### config.mk
export PLATFORM = sky130hd
export DESIGN_NAME = merge_4
export DESIGN_NICKNAME = d
export VERILOG_FILES = /design/src/rtl/merge_4.sv
export SDC_FILE = /design/constraint.sdc
export NUM_CORES = 1
export LEC_CHECK = 0
export BUFFER_PORTS_ARGS = -buffer_cell sky130_fd_sc_hd__buf_4
export CAP_MARGIN = 10
export CORE_UTILIZATION = 40
export CTS_CLUSTER_DIAMETER = 100
export DETAILED_ROUTE_END_ITERATION = 8
export GPL_TIMING_DRIVEN = 0
export SETUP_SLACK_MARGIN = 0.05
export SYNTH_ARGS = -nofsm -noshare
export SYNTH_HDL_FRONTEND = slang
export SYNTH_SLANG_ARGS = --single-unit
### constraint.sdc
create_clock -name CLK -period 4.35 [get_ports CLK]
set_input_delay 1.0875 -clock CLK [delete_from_list [all_inputs] [get_ports CLK]]
set_output_delay 1.0875 -clock CLK [all_outputs]
set_load 0.01 [all_outputs]
### src/rtl/merge_4.sv
`default_nettype none
// +----------------------------------------------------------------------------+
// | merge_4 : four-way merge. A 2-bit control token picks which input supplies  |
// |           the next word. The word passes through a 2-entry output FIFO,    |
// |           and a wrapping transfer counter is kept for each port.           |
// | Revision: 1.0                                                              |
// +----------------------------------------------------------------------------+
module merge_4 #(
    parameter int W    = 11,
    parameter int CNTW = 16
) (
    input  logic            CLK,
    input  logic            _RESET,
    input  logic [1:0]      ctrl_data,
    input  logic            ctrl_valid,
    output logic            ctrl_ready,
    input  logic [W-1:0]    in1_data,
    input  logic            in1_valid,
    output logic            in1_ready,
    input  logic [W-1:0]    in2_data,
    input  logic            in2_valid,
    output logic            in2_ready,
    input  logic [W-1:0]    in3_data,
    input  logic            in3_valid,
    output logic            in3_ready,
    input  logic [W-1:0]    in4_data,
    input  logic            in4_valid,
    output logic            in4_ready,
    output logic [W-1:0]    out_data,
    output logic            out_valid,
    input  logic            out_ready,
    output logic [CNTW-1:0] cnt1,
    output logic [CNTW-1:0] cnt2,
    output logic [CNTW-1:0] cnt3,
    output logic [CNTW-1:0] cnt4
);

    typedef enum logic [0:0] {
        S_CTRL = 1'b0,
        S_DATA = 1'b1
    } state_t;

    state_t          state_q, state_d;
    logic [1:0]      sel_q, sel_d;
    logic [1:0]      count_q, count_d;
    logic            rd_ptr_q, rd_ptr_d;
    logic            wr_ptr_q, wr_ptr_d;
    logic [W-1:0]    mem_q [2];
    logic [W-1:0]    mem_d [2];
    logic [CNTW-1:0] cnt_q [4];
    logic [CNTW-1:0] cnt_d [4];

    logic [3:0]      in_valid;
    logic [3:0]      in_ready;
    logic [W-1:0]    in_data [4];
    logic            push;
    logic            pop;

    assign in_valid   = {in4_valid, in3_valid, in2_valid, in1_valid};
    assign in_data[0] = in1_data;
    assign in_data[1] = in2_data;
    assign in_data[2] = in3_data;
    assign in_data[3] = in4_data;

    always_comb begin
        state_d  = state_q;
        sel_d    = sel_q;
        count_d  = count_q;
        rd_ptr_d = rd_ptr_q;
        wr_ptr_d = wr_ptr_q;
        mem_d    = mem_q;
        cnt_d    = cnt_q;
        in_ready = 4'b0000;

        // Ready is derived from registered state only; no valid feeds back into it.
        if (state_q == S_DATA && count_q != 2'd2) begin
            in_ready[sel_q] = 1'b1;
        end

        push = in_ready[sel_q] && in_valid[sel_q];
        pop  = (count_q != 2'd0) && out_ready;

        case (state_q)
            S_CTRL: begin
                if (ctrl_valid) begin
                    sel_d   = ctrl_data;
                    state_d = S_DATA;
                end
            end
            S_DATA: begin
                if (push) begin
                    state_d = S_CTRL;
                end
            end
            default: state_d = S_CTRL;
        endcase

        if (push) begin
            mem_d[wr_ptr_q] = in_data[sel_q];
            wr_ptr_d        = ~wr_ptr_q;
            cnt_d[sel_q]    = cnt_q[sel_q] + 1'b1;
        end
        if (pop) begin
            rd_ptr_d = ~rd_ptr_q;
        end

        case ({push, pop})
            2'b10:   count_d = count_q + 2'd1;
            2'b01:   count_d = count_q - 2'd1;
            default: count_d = count_q;
        endcase
    end

    always_ff @(posedge CLK or negedge _RESET) begin
        if (!_RESET) begin
            state_q  <= S_CTRL;
            sel_q    <= 2'd0;
            count_q  <= 2'd0;
            rd_ptr_q <= 1'b0;
            wr_ptr_q <= 1'b0;
            for (int i = 0; i < 2; i++) mem_q[i] <= '0;
            for (int k = 0; k < 4; k++) cnt_q[k] <= '0;
        end else begin
            state_q  <= state_d;
            sel_q    <= sel_d;
            count_q  <= count_d;
            rd_ptr_q <= rd_ptr_d;
            wr_ptr_q <= wr_ptr_d;
            mem_q    <= mem_d;
            cnt_q    <= cnt_d;
        end
    end

    assign ctrl_ready = (state_q == S_CTRL);
    assign in1_ready  = in_ready[0];
    assign in2_ready  = in_ready[1];
    assign in3_ready  = in_ready[2];
    assign in4_ready  = in_ready[3];
    assign out_valid  = (count_q != 2'd0);
    assign out_data   = mem_q[rd_ptr_q];
    assign cnt1       = cnt_q[0];
    assign cnt2       = cnt_q[1];
    assign cnt3       = cnt_q[2];
    assign cnt4       = cnt_q[3];

endmodule
`default_nettype wire
**Word-level counts from Yosys, hierarchy flattened**

Cells that the tools add are included.

- Add/subtract/negate cells: 3
- Bitwise operators: 6
- Reductions and logical operators: 9
- Equal/unequal tests: 3
- Muxes and demuxes: 26
- Magnitude comparators: 7

Operator list:

| operator | count |
|---|---|
| 11-bit two-way mux | 6 |
| 64-bit bitwise mux | 1 |
| 16-bit two-way mux | 3 |
| 16-bit binary-select mux with 2-bit select | 1 |
| 16-bit demux with 2-bit select | 1 |
| 11-bit binary-select mux with 2-bit select | 1 |
| 22-bit bitwise mux | 1 |
| 16-bit by 1-bit adder with 16-bit output (second input constant) | 1 |
| 11-bit demux with 1-bit select | 1 |
| 1-bit logical AND | 6 |
| 1-bit two-way mux | 5 |
| 1-bit binary-select mux with 2-bit select | 2 |
| 2-bit greater-or-equal comparator (second input constant) | 2 |
| 4-bit two-way mux | 1 |
| 1-bit NOT with 2-bit output | 2 |
| 2-bit case mux with 2 select lines | 1 |
| 2-bit nonzero test | 2 |
| 3-bit greater-or-equal comparator (second input constant) | 1 |
| 2-bit by 3-bit less-than comparator with 1-bit output (second input constant) | 1 |
| 3-bit by 1-bit less-than comparator with 1-bit output (second input constant) | 1 |
| 1-bit NOT | 3 |
| 2-bit NOT with 3-bit output | 1 |
| 2-bit by 1-bit adder with 2-bit output (second input constant) | 1 |
| 1-bit demux with 2-bit select | 1 |
| other kinds (8) | 8 |

- Register bits: 93
- Bits of input ports: 54

**Depth between registers and ports, before layout**

Gate-level depths: netlist of the first run.

- Depth after elaboration: 10
- Gate-level depth with buffers: 9
- Mapped depth without buffers: 6

**Least setup slack after synthesis of the first run**

No wires, ideal clock.

- Kind: reg-to-output
- From: register sel_q[1]
- To: output port in3_ready
- Slack: 1,758 ps
- Data arrival time: 1,505 ps
- Buffers on the path: 4
- Stages on the path, launching flop included: 6
- Path through: dfrtp_1 > buf_2 > buf_4 > buf_2 > buf_1 > nor3b_1

- Cells in the longest elaborated chain, start to end: 5
- Elaborated cells on any way between the ends: 6

RTL lines:

| element | RTL line | text |
|---|---|---|
| start, declared | 44 | `logic [1:0] sel_q, sel_d;` |
| start signal, assigned | 125 | `sel_q <= sel_d;` |
| 2-bit by 3-bit less-than comparator with 1-bit output (implied by the code) or 2-bit by 1-bit greater-or-equal comparator with 1-bit output (tied branches) | 77 | `in_ready[sel_q] = 1'b1;` |
| 1-bit logical AND (implied by the code) | 77 |  |
| 1-bit two-way mux (implied by the code) | 77 |  |
| 1-bit demux with 2-bit select (*) | 77 |  |
| 4-bit two-way mux (*) | 76 | `if (state_q == S_DATA && count_q != 2'd2) begin` |
| end, declared | 25 | `output logic in3_ready,` |

Mark *: on every way between the ends. The rest lies on a longest branch, timed or not.

**Worst setup path in the final report of the first run**

Same ends and word-level chain as after synthesis.

==> metrics, run 1 <==
Ant. Diodes=0; Die W=about 110 um; Synth Area in XOR/XNOR=0.0341; Post-CTS Setup Inserts=0; layout net count=around 570; max_slew headroom=0.541; initial antenna violation count=0; Setup TNS=0 ns; die height=around 110 um; 1st-pass router iterations=4; largest net degree at the start of global routing=94; Resized Gates After CTS=0; synth cell count leaders=dfrtp_1 (93), nand2_1 (58), o21ai_0 (42); share of layout cells above drive strength 1=0.460; dominant synthesized flop cell=dfrtp_1; hold-fix buffers at CTS=0; io pins=around 140; synth top area cells=dfrtp_1 (50%), mux4_2 (10%), mux2_2 (9.5%); met1 Resource Use GR=0.287; fin cells=about 650; final core occ=0.554; Routed wire per std cell=18.7 um; Worst path slowest cell=buf_1; number of CTS-inserted buffers=9; Max-Cap Viols=0; Post-synth EDFFs=0; worst ir drop on vdd=~0.28 mV; Post-Syn Instances=363; LEAKAGE=about 2.8 nW; Worst-path clk slew=0.06 ns; mux cell area share after synthesis=0.256; asr flop ratio synth=1.00; clk_lat worst skew=0.34 ns; dominant cell type by area after synthesis=dfrtp_1; Crit path required time=3.26 ns; Die ar.=12000 um2; worst slack at placement=~1.1 ns; global-route wire length before repair=18900 um; # DRC=0; Critical Path Fanout Max=10; worst setup margin=approximately 0.84 ns; Adder-Cell Fraction of Synth Area=0.00541; busiest grt layer=met2; Ys Warns=0; GR Util met2=0.350; CP Class=flip-flop to output port; highest clock rate=roughly 280 MHz; Final Hold Viols=0; setup violators final=0; sequential-to-total area share from yosys stat=0.503; post-synth net total=around 420; vias in the first global route=between 3000 and 4000; area of the core region=approximately 11000 um2; total grt overflow=0; CTS tree=done; Buffers on Ports=between 100 and 150; FP Rows=38; via/cell ratio=5.34; H-tree depth=3; CTS sink cnt=between 90 and 100; hold slack=between 0.4 and 0.5 ns; CTS root buffer=clkbuf_16; synthesized area per cell=around 13 um2; Routed Antenna Nets=0; Setup crit end kind=output port; crit start category=flip-flop; # fillers=slightly below 1000; Synth top area share=0.503; Post-Synth Simple-Gate Area=0.110; DR iter-0 viols=roughly 170; DRT Wirelength=12200 um; via count=3490; most common cell in the synthesized netlist=dfrtp_1; Cell variety after synth=36; max incr delay on CP=~0.53 ns; Yosys reg bits=between 90 and 100; actual slew at the worst max-slew pin=0.688 ns; DPL Wire Length=between 8000 and 9000 um; Starting Density=0.419; outcome=completed; dpl cells=~640; Final period util=0.807; Pins Over Slew Limit=0; RSZ-0062 raised after global routing=no; Hold WC Path Type=flip-flop to flip-flop; Fin Clk Skew=0.00609 ns; GR met3 Demand/Resource=0.0350; Final min period=around 3.5 ns; area of the multi-input gates=approximately 2200 um2; area delta synth->final=32.2%; CP Cell Sequence=buf_2 > buf_4 > buf_2 > buf_1 > nor3b_1 > buf_4; Total GRT Usage=0.216; Cell Area, Synth=roughly 4600 um2; Storage cell area=2330 um2; Synth Area in Compound Gates=0.0590; crit path DAT=2.42 ns; total power per unit cell area=around 590 nW/um2; main combinational cell family by area after synthesis=multiplexers; Max Buffers Root-to-Sink=2; placer congestion estimate=approximately 0.76
-- stage by stage --
stage	cell area [um2]	power, mW
6_report	6120	3.60
3_5_place_dp	5810	2.87
4_1_cts	6090	3.64
3_3_place_gp	5810	2.84
2_1_floorplan	4630	2.26
5_1_grt	6120	3.82
-- worst paths after layout --
path                                             from                    end  slack (ns)  cells after the start
worst min-delay path            mem_q[20]$_DFFE_PN0P_  mem_q[20]$_DFFE_PN0P_        0.50                      1
worst min register to register  mem_q[20]$_DFFE_PN0P_  mem_q[20]$_DFFE_PN0P_        0.50                      1
worst max-delay path             sel_q[1]$_DFFE_PN0P_              in3_ready        0.84                      6
max in group asynchronous                      _RESET   cnt3[15]$_DFFE_PN0P_        3.06                      2
min in group asynchronous                      _RESET  mem_q[12]$_DFFE_PN0P_        0.66                      1
worst max register to register   sel_q[1]$_DFFE_PN0P_   mem_q[5]$_DFFE_PN0P_        1.85                      6
-- power breakdown --
group | total (mW) | internal (mW) | leakage, nW | switching (mW)
sequential | 1.20 | 1.07 | 1.22 | 0.126
clock | 0.758 | 0.439 | 0.138 | 0.319
combinational | 1.64 | 0.833 | 1.44 | 0.809
total | 3.60 | 2.35 | 2.80 | 1.25
-- worst max-delay path, delay by kind of cell, from the launching register on --
family                 cells  cell delay, ns
buffers and inverters      5            1.50
and+or+nand+nor            1            0.25
DFF                        1            0.32
-- logic make-up (layout without fill, tap and decap cells) --
family,count (synthesis),after routing
buf+inv,27,177
compound gates,54,54
xor+xnor,18,18
simple gates,94,94
flops,93,93
mux,75,75
fa+ha+maj,2,2
-- sequential cells by signal, summed over array words and instances (netlist names) --
signal	flops
cnt1	16
cnt2	16
cnt3	16
sel_q	2
rd_ptr_q	1
count_q	2
state_q	1
wr_ptr_q	1
cnt4	16
mem_q	22
-- layout make-up --
| cell class | instances | share of cell area |
|---|---|---|
| clock buffers | 10 | 0.0374 |
| flip-flops and latches | 93 | 0.381 |
| well taps | 140 | 0.0286 |
| clock inverters | 5 | 0.00859 |
| plain buffers | 23 | 0.0215 |
| repair buffers | 135 | 0.169 |
| multi-input cells | 243 | 0.352 |
| inverters | 4 | 0.00245 |
-- metal layers --
metal	wire length [um]	vias to the layer above
met3	846	8
met5	0	-
met4	166	0
li1	-	1606
met2	6000	124
met1	5180	1752
-- layout by cell type, fill, tap and decap left out, types with 2 or more instances in the layout --
| master | count |
|---|---|
| buf_4 | 136 |
| dfrtp_1 | 93 |
| nand2_1 | 58 |
| o21ai_0 | 42 |
| mux2_2 | 39 |
| mux4_2 | 21 |
| xnor2_1 | 14 |
| buf_2 | 11 |
| o21ai_1 | 11 |
| clkbuf_16 | 9 |
| mux2_1 | 8 |
| mux4_1 | 7 |
| clkbuf_1 | 7 |
| nor2_1 | 5 |
| nor4_2 | 5 |
| inv_1 | 4 |
| nand4_1 | 4 |
| xor2_1 | 4 |
| nor3b_1 | 3 |
| nand3_1 | 3 |
| clkinv_2 | 3 |
| or2_2 | 2 |
| nor2b_1 | 2 |
| buf_1 | 2 |
| nand3_4 | 2 |
| nor3_1 | 2 |
| ha_1 | 2 |
Note: power is estimated with default switching activity, not from simulation.
==> run 2: changes to the inputs <==
==> constraint.sdc (replaced) <==
create_clock -name CLK -period 3.45 [get_ports CLK]
set_input_delay 0.8625 -clock CLK [delete_from_list [all_inputs] [get_ports CLK]]
set_output_delay 0.8625 -clock CLK [all_outputs]
set_load 0.01 [all_outputs]
==> metrics, run 2 (synthesis gave the netlist of run 1 again) <==
largest net degree at the start of global routing=94 (unchanged); CTS tree=done; DR iter-0 viols=153 (-7.3%); Die W=110 um (unchanged); 1st-pass router iterations=4 (unchanged); Post-CTS Setup Inserts=0 (unchanged); CTS sink cnt=93 (unchanged); Crit path required time=2.59 ns (-0.67 ns); via count=3467 (-0.66%); Resized Gates After CTS=0 (unchanged); reg2reg setup slack=0.87 ns (-0.98 ns); crit start category=flip-flop; Critical Path Fanout Max=19 (+9); Final Hold Viols=0 (unchanged); final core occ=0.554 (about the same); vias in the first global route=3596 (unchanged); CTS root buffer=clkbuf_16; RSZ-0062 raised after global routing=no; Max Buffers Root-to-Sink=2 (unchanged); setup violators final=0 (unchanged); # fillers=978 (unchanged); Worst-path clk slew=0.06 ns (about the same); Buffers on Ports=134 (unchanged); commonest non-fill, non-tap cell in the layout=buf_4; placer congestion estimate=0.763 (unchanged); outcome=completed; Total GRT Usage=0.216 (unchanged); crit path DAT=2.07 ns (-0.35 ns); area delta synth->final=32.1% (about the same); commonest cells after routing, fill and taps aside=buf_4 (136), dfrtp_1 (93), nand2_1 (58); Setup TNS=0 ns (unchanged); # DRC=0 (unchanged); Final min period=approximately 2.9 ns; DPL Wire Length=8700 um (unchanged); Starting Density=0.419 (unchanged); total grt overflow=0 (unchanged); Worst Reg-to-Reg Cells=8 (+2); share of layout cells above drive strength 1=0.461 (+0.000899); CP Class=flip-flop to output port; die height=110 um (unchanged); Storage cell area=2330 um2 (unchanged); actual slew at the worst max-slew pin=0.673 ns (-0.0147 ns); area of the core region=11000 um2 (unchanged); global-route wire length before repair=18900 um (unchanged); largest reg by FF count=mem_q; total power per unit cell area=741 nW/um2 (+26%); number of CTS-inserted buffers=9 (unchanged); Fin Clk Skew=0.00640 ns (+0.000304 ns); H-tree depth=3 (unchanged); highest clock rate=341 MHz; Hold WC Path Type=input port to async pin; Routed Antenna Nets=0 (unchanged); Routed wire per std cell=18.5 um (-0.66%); DRT Wirelength=12100 um (-0.81%); max_slew headroom=0.551 (+0.00978); io pins=135 (unchanged); clk_lat worst skew=0.34 ns (about the same); area of the multi-input gates=2150 um2 (unchanged); initial antenna violation count=0 (unchanged); Setup crit end kind=output port; worst ir drop on vdd=0.355 mV (+27%); LEAKAGE=2.80 nW (about the same); max FFs per register=22 (unchanged); Die ar.=12000 um2 (unchanged); Ant. Diodes=0 (unchanged); hold-fix buffers at CTS=0 (unchanged); via/cell ratio=5.32 (-0.51%); Final period util=0.851; Max-Cap Viols=0 (unchanged); Pins Over Slew Limit=0 (unchanged); layout net count=564 (-0.18%); FP Rows=38 (unchanged)
## run 2: changes by cell type in the layout (fill, tap and decap cells not counted)
| cell | change |
|---|---|
| buf_1 | -1 |
## run 2: routing by layer
layer / GRT usage / routed length (um) / up-vias / part of all wire
met1: 0.287 / 5150 / 1732 / 0.43
met4: 0.0962 / 127 / 0 / 0.011
met3: 0.0350 / 899 / 6 / 0.074
met2: 0.350 / 5910 / 124 / 0.49
met5: 0 / 0 / - / 0
li1: - / - / 1605 / -
## run 2: report_power, final
part	internal [mW]	switching, mW	total, mW
Combinational	1.05	1.01	2.06
Clock	0.554	0.400	0.954
Sequential	1.36	0.159	1.51
Total	2.96	1.57	4.53
## run 2: critical path, stage by stage (launching register included)
cell and delay (ns):
dfrtp_1 0.36, buf_2 0.21, buf_4 0.23, buf_2 0.27, nor4_1 0.47, buf_4 0.20
## run 2: final cells by class
cell class | count | area share
flip-flops and latches | 93 | 0.381
multi-input cells | 243 | 0.352
repair buffers | 135 | 0.169
clock buffers | 10 | 0.0375
well taps | 140 | 0.0287
plain buffers | 22 | 0.0209
clock inverters | 5 | 0.00860
inverters | 4 | 0.00246
## run 2: final timing paths
path / from / to
setup / recovery: sel_q[1]$_DFFE_PN0P_ / in1_ready
hold / removal: _RESET / mem_q[12]$_DFFE_PN0P_
setup reg to reg: sel_q[1]$_DFFE_PN0P_ / cnt2[12]$_DFFE_PN0P_
hold reg to reg: mem_q[20]$_DFFE_PN0P_ / mem_q[20]$_DFFE_PN0P_
max in group asynchronous: _RESET / cnt4[1]$_DFFE_PN0P_
min in group CLK: mem_q[20]$_DFFE_PN0P_ / mem_q[20]$_DFFE_PN0P_
## run 2: per-stage QoR
stage	worst slack (ns)	total power [mW]	cell area (um2)	cells	hold slack, ns
4_1_cts	0.0851	4.60	6090	652	0.502
2_1_floorplan	1.08	2.85	4630	363	0.460
3_5_place_dp	0.459	3.62	5810	637	0.487
6_report	0.514	4.53	6110	652	0.432
5_1_grt	0.389	4.81	6110	652	0.446
3_3_place_gp	0.564	3.58	5810	637	0.478
==> run 3: changes to the inputs <==
--- a/config.mk
+++ b/config.mk
@@ -7,10 +7,12 @@
 export LEC_CHECK = 0
 export BUFFER_PORTS_ARGS = -buffer_cell sky130_fd_sc_hd__buf_4
 export CAP_MARGIN = 10
+export CORE_ASPECT_RATIO = 0.9
 export CORE_UTILIZATION = 40
 export CTS_CLUSTER_DIAMETER = 100
 export DETAILED_ROUTE_END_ITERATION = 8
 export GPL_TIMING_DRIVEN = 0
+export RECOVER_POWER = 50
 export SETUP_SLACK_MARGIN = 0.05
 export SYNTH_ARGS = -nofsm -noshare
 export SYNTH_HDL_FRONTEND = slang
==> metrics, run 3 (synthesis gave the netlist of run 1 again) <==
Die W=115 um (+5.3%); crit path DAT=2.19 ns (+0.12 ns); placer congestion estimate=0.825 (+8.2%); H-tree depth=3 (unchanged); Post-CTS Setup Inserts=0 (unchanged); vias in the first global route=3666 (+1.9%); CTS root buffer=clkbuf_16; CTS tree=done; Fin Clk Skew=0.00741 ns (+0.00101 ns); layout net count=564 (unchanged); Hold WC Path Type=flip-flop to flip-flop; Total GRT Usage=0.219 (+0.00274); Routed Antenna Nets=0 (unchanged); failing checks=capacitance limit, slew limit; # DRC=0 (unchanged); Worst-path clk slew=0.07 ns (about the same); actual slew at the worst max-slew pin=1.68 ns (+1.01 ns); CP Cell Sequence=buf_6 > buf_12 > buf_4 > clkbuf_1 > nor3b_1 > buf_4; Max Buffers Root-to-Sink=2 (unchanged); reg-to-reg endpoint=cnt2[12]$_DFFE_PN0P_; global-route wire length before repair=19700 um (+4.1%); share of layout cells above drive strength 1=0.386 (-0.0750); total power per unit cell area=777 nW/um2 (+4.9%); Crit path required time=2.59 ns (about the same); launch point of the worst reg-to-reg path=sel_q[0]$_DFFE_PN0P_; Setup crit end kind=output port; die height=104 um (-5.0%); Resized Gates After CTS=0 (unchanged); FP Rows=36 (-5.3%); commonest cells after routing, fill and taps aside=buf_4 (98), dfrtp_1 (93), nand2_1 (58); area of the core region=11000 um2 (about the same); CTS sink cnt=93 (unchanged); total grt overflow=0 (unchanged); via count=3477 (+0.29%); max_slew headroom=-0.122 (-0.673); hold-fix buffers at CTS=0 (unchanged); Final Hold Viols=0 (unchanged); Die ar.=12000 um2 (about the same); max FFs per register=22 (unchanged); Worst path slowest cell=clkbuf_1; Routed wire per std cell=18.6 um (+0.24%); highest clock rate=328 MHz (-3.8%); commonest non-fill, non-tap cell in the layout=buf_4; crit start category=flip-flop; worst ir drop on vdd=0.445 mV (+25%); via/cell ratio=5.23 (-1.7%); Ant. Diodes=0 (unchanged); Final period util=0.885 (+0.0338); Setup TNS=0 ns (unchanged); clk_lat worst skew=0.34 ns (about the same); Worst Reg-to-Reg Cells=9 (+1); hold_sp=wr_ptr_q$_DFFE_PN0N_; io pins=135 (unchanged); max incr delay on CP=0.52 ns (+0.05 ns); 1st-pass router iterations=4 (unchanged); DRT Wirelength=12400 um (+2.2%); CP Class=flip-flop to output port; DPL Wire Length=8920 um (+2.5%); area delta synth->final=30.3%; hold path cells=2; initial antenna violation count=0 (unchanged); setup violators final=0 (unchanged); Pins Over Slew Limit=34 (+34); Buffers on Ports=134 (unchanged); Max-Cap Viols=1 (+1); Starting Density=0.419 (about the same); outcome=finished with violations; number of CTS-inserted buffers=9 (unchanged); reg2reg setup slack=0.88 ns (about the same); largest net degree at the start of global routing=94 (unchanged); RSZ-0062 raised after global routing=no; LEAKAGE=2.66 nW (-4.9%); Final min period=3.05 ns (+0.117 ns); Worst Hold Path EP=wr_ptr_q$_DFFE_PN0N_; most used cell, CP=buf_4; DR iter-0 viols=268 (+75%); hold slack=0.498 ns (+0.0668 ns); largest reg by FF count=mem_q; Critical Path Fanout Max=10 (-9)
## run 3: metrics by stage
step	worst slack [ns]	power, mW	area, um2	util	cells
global placement	0.512	3.59	5820	0.528	649
CTS	0.133	4.77	6160	0.559	665
detailed placement	0.507	3.63	5820	0.528	649
finish	0.397	4.68	6030	0.546	665
global route	0.219	4.95	6030	0.546	665
floorplan	1.08	2.85	4630	-	363
## run 3: routing by layer
layer  part of all wire  vias to the layer above  GRT usage
met1               0.44                     1767      0.306
met5                  0                        -          0
met4             0.0098                        0     0.0427
met3              0.061                        8     0.0565
met2               0.49                       98      0.344
li1                   -                     1604          -
## run 3: cell type report
type / count / area [um2]
clock buffer: 12 / 246
inverter: 4 / 15.0
multi-input combinational: 243 / 2150
tap: 152 / 190
clock inverter: 4 / 95.1
sequential: 93 / 2330
timing repair buffer: 135 / 875
fill: 991 / 5010
buffer: 22 / 126
## run 3: critical path, delay by kind of cell (launching register included)
family	cells	cell delay, ns
AND/OR/NAND/NOR	1	0.28
flip-flops	1	0.34
buffers and inverters	5	1.23
## run 3: worst max-delay path by stage
| stage | from | end | slack (ns) | depth (start not counted) |
|---|---|---|---|---|
| after floorplan | sel_q[1]$_DFFE_PN0P_ | in3_ready | 1.08 | 5 |
| after global placement | sel_q[1]$_DFFE_PN0P_ | in3_ready | 0.51 | 6 |
| after detailed placement | sel_q[1]$_DFFE_PN0P_ | in3_ready | 0.51 | 6 |
| after CTS | sel_q[1]$_DFFE_PN0P_ | in3_ready | 0.13 | 6 |
| after global routing | sel_q[0]$_DFFE_PN0P_ | in2_ready | 0.22 | 6 |
| final | sel_q[0]$_DFFE_PN0P_ | in2_ready | 0.40 | 6 |
## run 3: report_power, final
group	total, mW	internal (mW)	switching [mW]
Sequential	1.52	1.36	0.164
Clock	1.14	0.728	0.416
Combinational	2.02	1.00	1.02
Total	4.68	3.09	1.60
